$ cat config.mk
export PLATFORM = sky130hd
export DESIGN_NAME = gshare_bht
export DESIGN_NICKNAME = d
export VERILOG_FILES = /design/src/rtl/gshare_bht.sv
export SDC_FILE = /design/constraint.sdc
export NUM_CORES = 1
export LEC_CHECK = 0
export ABC_AREA = 1
export BUFFER_PORTS_ARGS = -buffer_cell sky130_fd_sc_hd__buf_2
export CORE_ASPECT_RATIO = 1.2
export CORE_MARGIN = 1
export CORE_UTILIZATION = 30
export CTS_CLUSTER_SIZE = 25
export DETAILED_ROUTE_END_ITERATION = 16
export GPL_TIMING_DRIVEN = 0
export PLACE_DENSITY_LB_ADDON = 0.12
export SYNTH_ARGS = -nofsm -noshare
export SYNTH_HDL_FRONTEND = slang
export SYNTH_SLANG_ARGS = --single-unit
$ cat constraint.sdc
create_clock -name i_clk -period 3.7 [get_ports i_clk]
set_clock_uncertainty 0.05 [all_clocks]
set_input_delay 0.185 -clock i_clk [delete_from_list [all_inputs] [get_ports i_clk]]
set_output_delay 0.185 -clock i_clk [all_outputs]
set_load 0.02 [all_outputs]
$ cat src/rtl/gshare_bht.sv
// gshare_bht: 2^N saturating-counter predictor, zero-cycle prediction, no backpressure (stall only freezes GHR).
// BHT_GSHARE_EN selects gshare hashing with a speculative GHR; undefined builds a bimodal table with o_ghr tied to 0.
module gshare_bht #(
   parameter int SET_COUNT     = 64,
   parameter int INDEX_WIDTH   = 6,
   parameter int SATUR_COUNT_W = 2,
   parameter int GHR_WIDTH     = 6
) (
   input  logic                     i_clk,
   input  logic                     i_arst,
   input  logic                     i_stall_fetch,
   input  logic                     i_fetch_branch,
   input  logic [INDEX_WIDTH-1:0]   i_set_index,
   input  logic                     i_bht_update,
   input  logic                     i_branch_taken,
   input  logic                     i_mispredict,
   input  logic [INDEX_WIDTH-1:0]   i_set_index_exec,
   input  logic [GHR_WIDTH-1:0]     i_ghr_exec,
   output logic                     o_bht_pred_taken,
   output logic [GHR_WIDTH-1:0]     o_ghr
);

   localparam logic [SATUR_COUNT_W-1:0] WEAK_NT = SATUR_COUNT_W'((1 << (SATUR_COUNT_W - 1)) - 1);
   localparam logic [SATUR_COUNT_W-1:0] CNT_MAX = {SATUR_COUNT_W{1'b1}};

   logic [SATUR_COUNT_W-1:0] table_q [SET_COUNT];
   logic [INDEX_WIDTH-1:0]   rd_idx;
   logic [INDEX_WIDTH-1:0]   wr_idx;
   logic [SATUR_COUNT_W-1:0] cnt_cur;
   logic [SATUR_COUNT_W-1:0] cnt_next;

`ifdef BHT_GSHARE_EN
   logic [GHR_WIDTH-1:0] ghr_q;

   assign rd_idx = i_set_index ^ INDEX_WIDTH'(ghr_q);
   assign wr_idx = i_set_index_exec ^ INDEX_WIDTH'(i_ghr_exec);
   assign o_ghr  = ghr_q;

   // Shift-in via truncating cast keeps GHR_WIDTH = 1 legal without a special case.
   always_ff @(posedge i_clk or posedge i_arst) begin
      if (i_arst) begin
         ghr_q <= '0;
      end else if (i_bht_update && i_mispredict) begin
         ghr_q <= GHR_WIDTH'({i_ghr_exec, i_branch_taken});
      end else if (i_fetch_branch && !i_stall_fetch) begin
         ghr_q <= GHR_WIDTH'({ghr_q, o_bht_pred_taken});
      end
   end
`else
   logic unused_inputs;

   assign rd_idx        = i_set_index;
   assign wr_idx        = i_set_index_exec;
   assign o_ghr         = '0;
   assign unused_inputs = ^{i_stall_fetch, i_fetch_branch, i_mispredict, i_ghr_exec};
`endif

   assign o_bht_pred_taken = table_q[rd_idx][SATUR_COUNT_W-1];
   assign cnt_cur          = table_q[wr_idx];

   always_comb begin
      cnt_next = cnt_cur;
      if (i_branch_taken) begin
         if (cnt_cur != CNT_MAX) cnt_next = cnt_cur + 1'b1;
      end else begin
         if (cnt_cur != '0) cnt_next = cnt_cur - 1'b1;
      end
   end

   always_ff @(posedge i_clk or posedge i_arst) begin
      if (i_arst) begin
         for (int i = 0; i < SET_COUNT; i++) table_q[i] <= WEAK_NT;
      end else if (i_bht_update) begin
         table_q[wr_idx] <= cnt_next;
      end
   end

endmodule

Word level (Yosys, flattened, before mapping)
Index checks and enable logic that the tools add are counted.
{"block": "classes", "n_addsub": 2, "n_lt_le_gt_ge": 3, "eq_ne": 1, "mux": 12, "n_bitwise": 2, "n_reduce_logical": 2}
{"operator": "$bwmux W128", "count": 1}
{"operator": "$bmux W2 S6", "count": 2}
{"operator": "$mux W2", "count": 8}
{"operator": "$ge A7 B7 Y1 const B", "count": 2}
{"operator": "$not A6 Y7", "count": 2}
{"operator": "$demux W2 S6", "count": 1}
{"operator": "$lt A7 B1 Y1 const B", "count": 1}
{"operator": "$add A2 B1 Y2 const B", "count": 1}
{"operator": "$ne A2 B2 Y1 const B", "count": 1}
{"operator": "$reduce_bool A2 Y1", "count": 1}
{"operator": "$sub A2 B1 Y2 const B", "count": 1}
{"operator": "$logic_and A1 B1 Y1", "count": 1}
{"block": "word_totals", "reg_bits": 128, "out_inout_bits": 7, "wordCells": 86}

Depth between registers and ports, before layout
Gate-level depths: netlist of the first run.
{"block": "depth", "word_depth": 8, "depth_mapped": 18, "depth_no_buf": 15}

Worst setup path before layout of the first run
OpenSTA, ideal clock, no wires.
{"block": "synth_path", "path_type": "input to register", "start": "input port i_set_index_exec[0]", "end": "register table_q[123] (netlist bit)", "setup_time_ps": 118, "t_arrival_ps": 1630, "t_required_ps": 3532, "slack_ps": 1902, "stages": 14, "path_buffers": 3, "path_cell_list": "buf_4 > buf_2 > or2_2 > nand2_1 > nand2_1 > o21ai_1 > nand2_1 > nor2_1 > nand2_1 > inv_2 > nand2_2 > buf_2 > nand3_1 > nand2_1"}
{"block": "synth_via", "elab_chain_cells": 8}
{"item": "start, declared", "line": "17", "text": "input logic [INDEX_WIDTH-1:0] i_set_index_exec,"}
{"item": "$not A6 Y7 (implied by the code) (*)", "line": "59, 74"}
{"item": "$bmux W2 S6", "line": "59", "text": "assign cnt_cur = table_q[wr_idx];"}
{"item": "$mux W2 (implied by the code) (2 in series)", "line": "59"}
{"item": "$sub A2 B1 Y2 (tied with other cells)", "line": "66", "text": "if (cnt_cur != '0) cnt_next = cnt_cur - 1'b1;"}
{"item": "$mux W2, on equally long branches", "line": "66, 64"}
{"item": "$mux W2", "line": "63", "text": "if (i_branch_taken) begin"}
{"item": "$bwmux W128 (*)", "line": "74", "text": "table_q[wr_idx] <= cnt_next;"}
{"item": "end signal, assigned by index", "line": "74"}
{"item": "end, declared", "line": "26", "text": "logic [SATUR_COUNT_W-1:0] table_q [SET_COUNT];"}
Every way passes the cells marked *; elsewhere a longest branch is shown, timed or not. The select of a mux whose other input is x is not followed.
A chain may end at the register's enable or synchronous reset.

Worst setup path after layout of the first run
{"block": "layout_path", "start": "input port i_set_index[0]", "end": "output port o_bht_pred_taken"}
{"block": "layout_via", "elab_chain_cells": 4}
{"item": "start, declared", "line": "13", "text": "input logic [INDEX_WIDTH-1:0] i_set_index,"}
{"item": "$not A6 Y7 (implied by the code)", "line": "58", "text": "assign o_bht_pred_taken = table_q[rd_idx][SATUR_COUNT_W-1];"}
{"item": "$bmux W2 S6", "line": "58"}
{"item": "$mux W2 (implied by the code) (2 in series)", "line": "58"}
{"item": "end, declared", "line": "19", "text": "output logic o_bht_pred_taken,"}
Every way passes these cells. The select of a mux whose other input is x is not followed.

==> results of run 1 <==
==> layout by cell type, fill, tap and decap left out, types with 6 or more instances in the layout <==
cell	synthesis	layout
dfstp_2	64	64
conb_1	1	6
nor2_1	108	108
nor3_1	11	11
clkbuf_16	0	17
clkbuf_8	0	6
nand3_1	143	143
buf_2	31	43
o211ai_1	17	17
dfrtp_1	64	64
inv_1	109	108
buf_4	10	10
buf_1	9	9
o21ai_0	37	37
a21oi_1	9	9
nand2_1	559	559
o21ai_1	6	6
clkbuf_1	11	12
==> worst max path at each step <==
stage / cells past startpoint / to / start / slack [ps]
after floorplan: 1 / table_q[101] / i_arst / 160
after global placement: 2 / table_q[119] / i_arst / -1850
after detailed placement: 13 / table_q[21] / i_set_index_exec[1] / 880
after CTS: 10 / o_bht_pred_taken / i_set_index[0] / 1200
after global routing: 10 / o_bht_pred_taken / i_set_index[0] / 1040
final: 10 / o_bht_pred_taken / i_set_index[0] / 1110
==> power groups by stage <==
stage	clock network, mW	registers, mW	logic [mW]
5_1_grt	1.91	1.72	0.786
4_1_cts	1.86	1.70	0.705
6_report	1.82	1.70	0.706
3_5_place_dp	0	1.72	0.703
2_1_floorplan	0	1.69	0.466
3_3_place_gp	0	1.73	0.694
==> synth_stat cells, types with 3 or more instances <==
library cell	n	area (sq um)
buf_2	31	155.2
nor2_1	108	405.4
dfrtp_1	64	1602
o211ai_1	17	127.6
o21ai_0	37	185.2
clkbuf_1	11	41.29
nand2_1	559	2098
inv_2	3	11.26
inv_1	109	409.1
or2_1	3	18.77
nand3_1	143	715.7
o221ai_1	4	35.03
a21oi_1	9	45.04
o22ai_1	4	25.02
o21ai_1	6	30.03
or2_2	3	18.77
dfstp_2	64	1682
buf_4	10	75.07
buf_1	9	33.78
nor3_1	11	55.05
==> routing by layer <==
metal / share of wire / vias up
met5: 0 / -
met4: 0.036 / 0
met3: 0.055 / 56
met2: 0.46 / 263
met1: 0.45 / 3757
li1: - / 3840
==> cells by family after synthesis <==
kind of cell	Yosys count	share of synthesized area
AOI/OAI and AO/OA	77	0.05712
buffers and inverters	176	0.09606
DFF	128	0.4187
other	1	0.0004782
and+or+nand+nor	832	0.4276
==> worst max-delay path: cells and delay by family <==
family                 cells  cell delay (ps)
AOI/OAI and AO/OA          3              810
buffers and inverters      4             1110
and+or+nand+nor            3              230
==> stage by stage <==
| step | instances | utilization | setup TNS, ps |
|---|---|---|---|
| finish | 1595 | 0.3517 | 0 |
| global route | 1595 | 0.3517 | 0 |
| CTS | 1595 | 0.3517 | 0 |
| detailed placement | 1562 | 0.3265 | 0 |
| global placement | 1561 | 0.3252 | -141460 |
| floorplan | 1219 | - | 0 |
==> cell type report <==
class | count | area (sq um)
Buffer | 64 | 332.8
Fill cell | 2817 | 16610
Clock inverter | 8 | 125.1
Clock buffer | 24 | 511.7
Timing Repair Buffer | 14 | 97.59
Tap cell | 330 | 412.9
Inverter | 112 | 425.4
Sequential cell | 128 | 3283
Multi-Input combinational cell | 915 | 3824
==> results.yml, run 1 <==
cts:
  clk_pin_slew_ps: 60
  root_buffer: "clkbuf_16"
  cts_buffers: 17
  clock_latency_ps: 440
  hold_buffers: 1
  post_cts_buffers: 0
  cts_sinks: 128
  clockBufferDepth: 2
  htree_levels: 4
  cts_resized: 0
  cts_tree: "yes"
yosys:
  yosysSeqAreaShare: 0.4187
  synth_area_per_cell_sq_um: 6.459
  synth_seq_cells: 128
  synthFlopType: "dfstp_2"
  synth.distinct_cells: 27
  synth_cells: 1214
  async_flop_share: 1.000
  yosysWarningCount: 0
  synth_edf_count: 0
  syn_area_sq_um: 7841
worst_setup_path:
  crit_required_ps: 3460
  crit_path_top_delay_cell: "clkbuf_1"
  path_max_fanout: 10
  crit_path_cell_trace: "buf_2, inv_1, clkbuf_1, nor2_1, o21ai_0, o211ai_1, nand3_1, nand2_1, o21ai_0, buf_2"
  crit_arrival_ps: 2350
  rrSetupSlack_ps: 1340
  r2r-end: "table_q[79]"
  end_kind: "output port"
  cpPeakStageDelay_ps: 540
  r2r_cells: 13
  crit_type: "in2out"
  start_kind: "primary input"
  r2r-start: "table_q[82]"
finish:
  fin_nets: 1277
  largest_reg_flops: 128
  drive_above_1_share: 0.1289
  top_register: "table_q"
  areaGrowthSynthToFinish_pct: 14.94
  num_antenna_cells: 0
  design_area_sq_um: 9012
  reg_top3: "table_q: 128 flops"
detailed_routing:
  routedWlPerCell_um: 19.18
  drtAntennaViolNets: 0
  dr.pass1.iters: 5
  drt_iter0_drc: 692
  dr_total_vias: 7916
  viasPerCell: 4.963
  drc_errors: 0
  routed_wl_um: 30600
global_route:
  antenna_found_initial: 0
  overflow: 0
  grt_pass1_vias: 7527
  met3_usage: 0.04402
  grt_max_degree: 71
  grt_pass1_wl_um: 46370
  met2_usage: 0.3864
  grt_usage: 0.2409
  met1_usage: 0.3156
  grt_busiest_layer: "met2"
placement:
  placed_area_sq_um: 8366
  pre_cts_ws_ps: 881.4
  hpwlAfterDp_um: 20690
  gp_congestion: 0.9001
  io_buffers: 12
floorplanning:
  initial_core_util: 0.3060
  num_rows: 64
  core_sq_um: 25620
  dieWidth_um: 149.6
  die_h_um: 179.1
  die_area_sq_um: 26790
  ios: 32
hold_path:
  holdCritStartpoint: "i_branch_taken"
  holdPathEnd: "table_q[62]"
  hold_depth: 5
  hold_path.class: "in2reg"
sta:
  worstMarginPinSlew_ps: 951.5
  setup_violations: 0
  worst_slack_ps: 1111
  fmax_ghz: 0.3863
  drv_slew: 0
  period_needed_ps: 2589
  timing_hold_violations_final: 0
  rsz0062_at_grt: "no"
  max_slew_margin: 0.3639
  period_share: 0.6997
  holdWs_ps: 297.2
power_and_ir_drop:
  p_sw_mw: 1.257
  total_power_mw: 4.233
  ir_worst_vdd_uv: 252.5
  power.share.sequential: 0.403
  powerDensity_nw_per_um2: 469.7
  p_leak_nw: 4.515
  internal_power_mw: 2.976
  pwr-share-clk: 0.431
  p_sw_frac: 0.2969
  power_frac_comb: 0.167
status:
  status: "complete, no violations"
run:
  cap_violations: 0
Power figures use the tool's default switching activity.
==> inputs of run 2 (changes only) <==
==> constraint.sdc (replaced) <==
create_clock -name i_clk -period 2.2 [get_ports i_clk]
set_clock_uncertainty 0.05 [all_clocks]
set_input_delay 0.11 -clock i_clk [delete_from_list [all_inputs] [get_ports i_clk]]
set_output_delay 0.11 -clock i_clk [all_outputs]
set_load 0.02 [all_outputs]
==> run 2 against run 1 <==
Critical path depth shrank 1; power increased by 65%; clock-buffer cell count decreased by 3; clock power grew 56%; first-iteration DRC count down 0.43%; via count grew 0.51%; final cell count is 0.38% higher; register-to-register slack lost 1200 ps; global-route usage up 0.25 points; critical path type is now reg2out; critical endpoint unchanged; highest routed layer unchanged.
==> results.yml, run 2 (synthesis results as in run 1) <==
finish:
  fin_nets: 1282
  reg_top3: "table_q: 128 flops"
  largest_reg_flops: 128
  final_cell_mix: "nand2_1, nand3_1, inv_1"
  drive_above_1_share: 0.1441
  design_area_sq_um: 9198
  top_register: "table_q"
  layout_commonest_cell: "nand2_1"
  areaGrowthSynthToFinish_pct: 17.30
  final_cells: 1601
cts:
  cts_tree: "yes"
  clockBufferDepth: 2
  cts_buffers: 17
  root_buffer: "clkbuf_16"
  htree_levels: 4
  clock_latency_ps: 440
  clk_pin_slew_ps: 60
  cts_sinks: 128
global_route:
  grt_usage: 0.2435
  overflow: 0
  grt_pass1_wl_um: 47010
  grt_max_degree: 37
  grt_pass1_vias: 7557
  antenna_found_initial: 1
worst_setup_path:
  crit_type: "reg2out"
  start_kind: "flop"
  crit_required_ps: 2040
  path_max_fanout: 2
  crit_arrival_ps: 1940
  end_kind: "output port"
sta:
  fin_tns_setup_ps: 0
  holdWs_ps: 180.3
  period_needed_ps: 2099
  worstMarginPinSlew_ps: 907.0
  period_share: 0.9542
  drv_slew: 0
  fmax_ghz: 0.4764
  setup_violations: 0
  timing_hold_violations_final: 0
  max_slew_margin: 0.3936
floorplanning:
  core_sq_um: 25620
  dieWidth_um: 149.6
  num_rows: 64
  ios: 32
  initial_core_util: 0.3060
  die_area_sq_um: 26790
  die_h_um: 179.1
detailed_routing:
  routed_wl_um: 31030
  routedWlPerCell_um: 19.38
  dr.pass1.iters: 5
  drc_errors: 0
  viasPerCell: 4.969
  drtAntennaViolNets: 0
  drt_iter0_drc: 689
  dr_total_vias: 7956
placement:
  placedCellCount: 1564
  io_buffers: 12
  hpwlAfterDp_um: 21050
  gp_congestion: 0.9071
  placed_area_sq_um: 8397
run:
  cap_violations: 0
power_and_ir_drop:
  ir_worst_vdd_uv: 330.9
  p_sw_frac: 0.3150
  p_leak_nw: 4.569
  pwr-share-clk: 0.406
  powerDensity_nw_per_um2: 761.2
  p_sw_mw: 2.205
  internal_power_mw: 4.796
  power.share.sequential: 0.409
  power_frac_comb: 0.185
status:
  status: "complete, no violations"
hold_path:
  hold_path.class: "in2reg"
run 2: cell count changes in the layout (fill, tap and decap cells not counted), moves of 3 or more:
cell	delta
buf_8	+6
buf_4	+10
o21ai_0	-4
clkbuf_1	-3
buf_2	-12
clkinvlp_4	+5
buf_1	-5
buf_12	+3
run 2: path summary, 6_finish.rpt:
kind	from	to	slack (ps)	cells past startpoint
setup / recovery	table_q[85]	o_bht_pred_taken	100	9
setup reg to reg	table_q[47]	table_q[46]	130	12
hold / removal	i_branch_taken	table_q[58]	180	5
hold reg to reg	table_q[38]	table_q[38]	410	2
min in group asynchronous	i_arst	table_q[63]	350	3
max in group asynchronous	i_arst	table_q[38]	770	5
run 2: critical path: stages (launching register included):
cell      delay (ps)
dfrtp_1          340
inv_1             80
a21oi_1          140
o21ai_1           90
o211ai_1         140
o211ai_1         150
nand3_1          110
nand2_1           90
o21ai_2          220
buf_6            150
run 2: final cells by class:
class	count	area (sq um)
inverter	112	426.7
fill	2813	16430
buffer	64	426.7
clock inverter	11	107.6
tap	330	412.9
antenna	1	2.502
clock buffer	21	480.5
multi-input combinational	915	3881
sequential	128	3283
timing repair buffer	19	176.4
run 2: power by group through the flow:
stage	Sequential (mW)	Combinational (mW)	Clock [mW]
CTS	2.86	1.20	2.90
finish	2.86	1.29	2.84
detailed placement	2.90	1.19	0
floorplan	2.84	0.784	0
global route	2.90	1.43	2.99
global placement	2.90	1.17	0
run 2: timing repair:
item,4_1_cts,5_1_grt
hold buffers,1,0
gates cloned,0,1
pin swaps,0,3
endpoints found under the hold margin,17,0
setup endpoints to repair,61,123
setup buffers,0,2
resized for setup,9,60
run 2: layer usage:
layer	vias to the layer above	global-route usage	routed length [um]
met1	3764	0.3163	13720
met4	0	0.1233	1122
met5	-	0	0
met3	57	0.04606	1788
li1	3860	-	-
met2	275	0.3837	14390
run 2: stage by stage:
stage          worst slack, ps    util  total power, mW
2_1_floorplan            476.7       -            3.624
3_3_place_gp            -646.9  0.3253            4.070
3_5_place_dp            -504.4  0.3277            4.084
4_1_cts                  9.601  0.3517            6.963
5_1_grt                 -1.178  0.3588            7.320
6_report                 100.8  0.3589            7.001
==> inputs of run 3 (changes only) <==
--- a/config.mk
+++ b/config.mk
@@ -10,6 +10,7 @@
 export CORE_ASPECT_RATIO = 1.2
 export CORE_MARGIN = 1
 export CORE_UTILIZATION = 30
+export CTS_BUF_LIST = sky130_fd_sc_hd__clkbuf_4 sky130_fd_sc_hd__clkbuf_8
 export CTS_CLUSTER_SIZE = 25
 export DETAILED_ROUTE_END_ITERATION = 16
 export GPL_TIMING_DRIVEN = 0
==> run 3 against run 2 <==
First-iteration DRC count is 8.3% higher; critical path depth is 2 lower; highest routed layer unchanged; register-to-register slack about the same; largest cell class unchanged; power is 11% lower; clock-buffer cell count unchanged; maximum frequency grew 1.0%.
==> results.yml, run 3 (synthesis results as in run 1) <==
hold_path:
  hold_path.class: "in2reg"
  hold_depth: 5
worst_setup_path:
  setup.worst_path.start: "table_q[83]"
  crit_required_ps: 2040
  crit_type: "reg2out"
  path_max_fanout: 3
  critPathCapture: "o_bht_pred_taken"
  start_kind: "flop"
  rrSetupSlack_ps: 120
  r2r-start: "table_q[47]"
  r2r-end: "table_q[14]"
  crit_arrival_ps: 1920
  end_kind: "output port"
  r2r_cells: 12
finish:
  final_cell_mix: "nand2_1, nand3_1, inv_1"
  seq_area_sq_um: 3283
  largest_reg_flops: 128
  design_area_sq_um: 9029
  fin_nets: 1283
  multiInputGateArea_sq_um: 3895
  layout_commonest_cell: "nand2_1"
  drive_above_1_share: 0.1471
  final_cells: 1602
  top_register: "table_q"
  reg_top3: "table_q: 128 flops"
  fillCellCount: 2831
  post-route-util: 0.3523
  areaGrowthSynthToFinish_pct: 15.14
detailed_routing:
  routedWlPerCell_um: 19.34
  drt-met1-wl_um: 13870
  routed.top_layer: "met4"
  viasPerCell: 4.961
  wl_met3_um: 1730
  route.met2.wl_um: 14630
  dr_total_vias: 7948
  routed_wl_um: 30990
  dr.pass1.iters: 6
  drc_errors: 0
  drt_iter0_drc: 746
  drtAntennaViolNets: 0
placement:
  pre_cts_ws_ps: -504.4
  placed_area_sq_um: 8397
  io_buffers: 12
  placedCellCount: 1564
  hpwlAfterDp_um: 21050
  gp_congestion: 0.9071
global_route:
  grt_pass1_wl_um: 46890
  grt_max_degree: 37
  antenna_found_initial: 3
  overflow: 0
  grt_usage: 0.2429
  grt_pass1_vias: 7554
sta:
  setup_violations: 0
  fmax_ghz: 0.4812
  max_slew_margin: 0.3981
  period_needed_ps: 2078
  drv_slew: 0
  holdWs_ps: 108.7
  fin_tns_setup_ps: 0
  timing_hold_violations_final: 0
  worstMarginPinSlew_ps: 900.3
  period_share: 0.9447
  worst_slack_ps: 121.7
cts:
  clockBufferDepth: 2
  cts_buffers: 17
  clock_latency_ps: 490
  htree_levels: 4
  clk_pin_slew_ps: 90
  cts_sinks: 128
  cts_tree: "yes"
  root_buffer: "clkbuf_8"
floorplanning:
  dieWidth_um: 149.6
  num_rows: 64
  ios: 32
  die_area_sq_um: 26790
  initial_core_util: 0.3060
  core_sq_um: 25620
  die_h_um: 179.1
power_and_ir_drop:
  total_power_mw: 6.242
  p_leak_nw: 4.490
  powerDensity_nw_per_um2: 691.3
  ir_worst_vdd_uv: 299.5
run:
  cap_violations: 0
status:
  status: "complete, no violations"
==> run 3: cell count changes in the layout (fill, tap and decap cells not counted), sizes merged <==
| cell | delta |
|---|---|
| clkbuf | -2 |
| buf | +3 |
==> run 3: critical path: stages (launching register included) <==
cell,delay (ps)
dfrtp_1,430
o21ai_1,90
o211ai_1,240
o211ai_1,140
nand3_1,130
nand2_2,90
o21ai_4,190
buf_6,140
==> run 3: worst min-delay path by stage <==
| stage | from | slack (ps) | endpoint |
|---|---|---|---|
| floorplan | i_branch_taken | 330 | table_q[58] |
| global placement | table_q[110] | 400 | table_q[110] |
| detailed placement | i_arst | 280 | table_q[85] |
| CTS | i_branch_taken | 120 | table_q[121] |
| global route | i_branch_taken | 100 | table_q[58] |
| finish | i_branch_taken | 110 | table_q[58] |
==> run 3: area by class of cell <==
type / count / share of cell area
Antenna cell: 1 / 0.0002772
Multi-Input combinational cell: 915 / 0.4314
Tap cell: 330 / 0.04573
Inverter: 112 / 0.04726
Timing Repair Buffer: 20 / 0.02037
Buffer: 64 / 0.04739
Clock inverter: 11 / 0.01192
Sequential cell: 128 / 0.3636
Clock buffer: 21 / 0.03201
==> run 3: repair_timing <==
| action | in CTS | in global routing |
|---|---|---|
| endpoints found under the hold margin | 17 | 0 |
| endpoints found under the setup margin | 61 | 122 |
| pin swaps | 0 | 5 |
| gates cloned | 0 | 1 |
| resized for setup | 9 | 73 |
| setup buffers | 0 | 3 |
| hold buffers | 1 | 0 |
==> run 3: where the power goes <==
part / total (mW) / switching, mW / internal (mW)
Combinational: 1.30 / 0.884 / 0.414
Sequential: 2.86 / 0.154 / 2.71
Clock: 2.08 / 1.07 / 1.01
Total: 6.24 / 2.11 / 4.13
==> run 3: per-layer routing <==
metal | GRT usage | vias to the layer above
li1 | - | 3858
met1 | 0.3169 | 3776
met2 | 0.3904 | 267
met3 | 0.04453 | 47
met4 | 0.1050 | 0
met5 | 0 | -
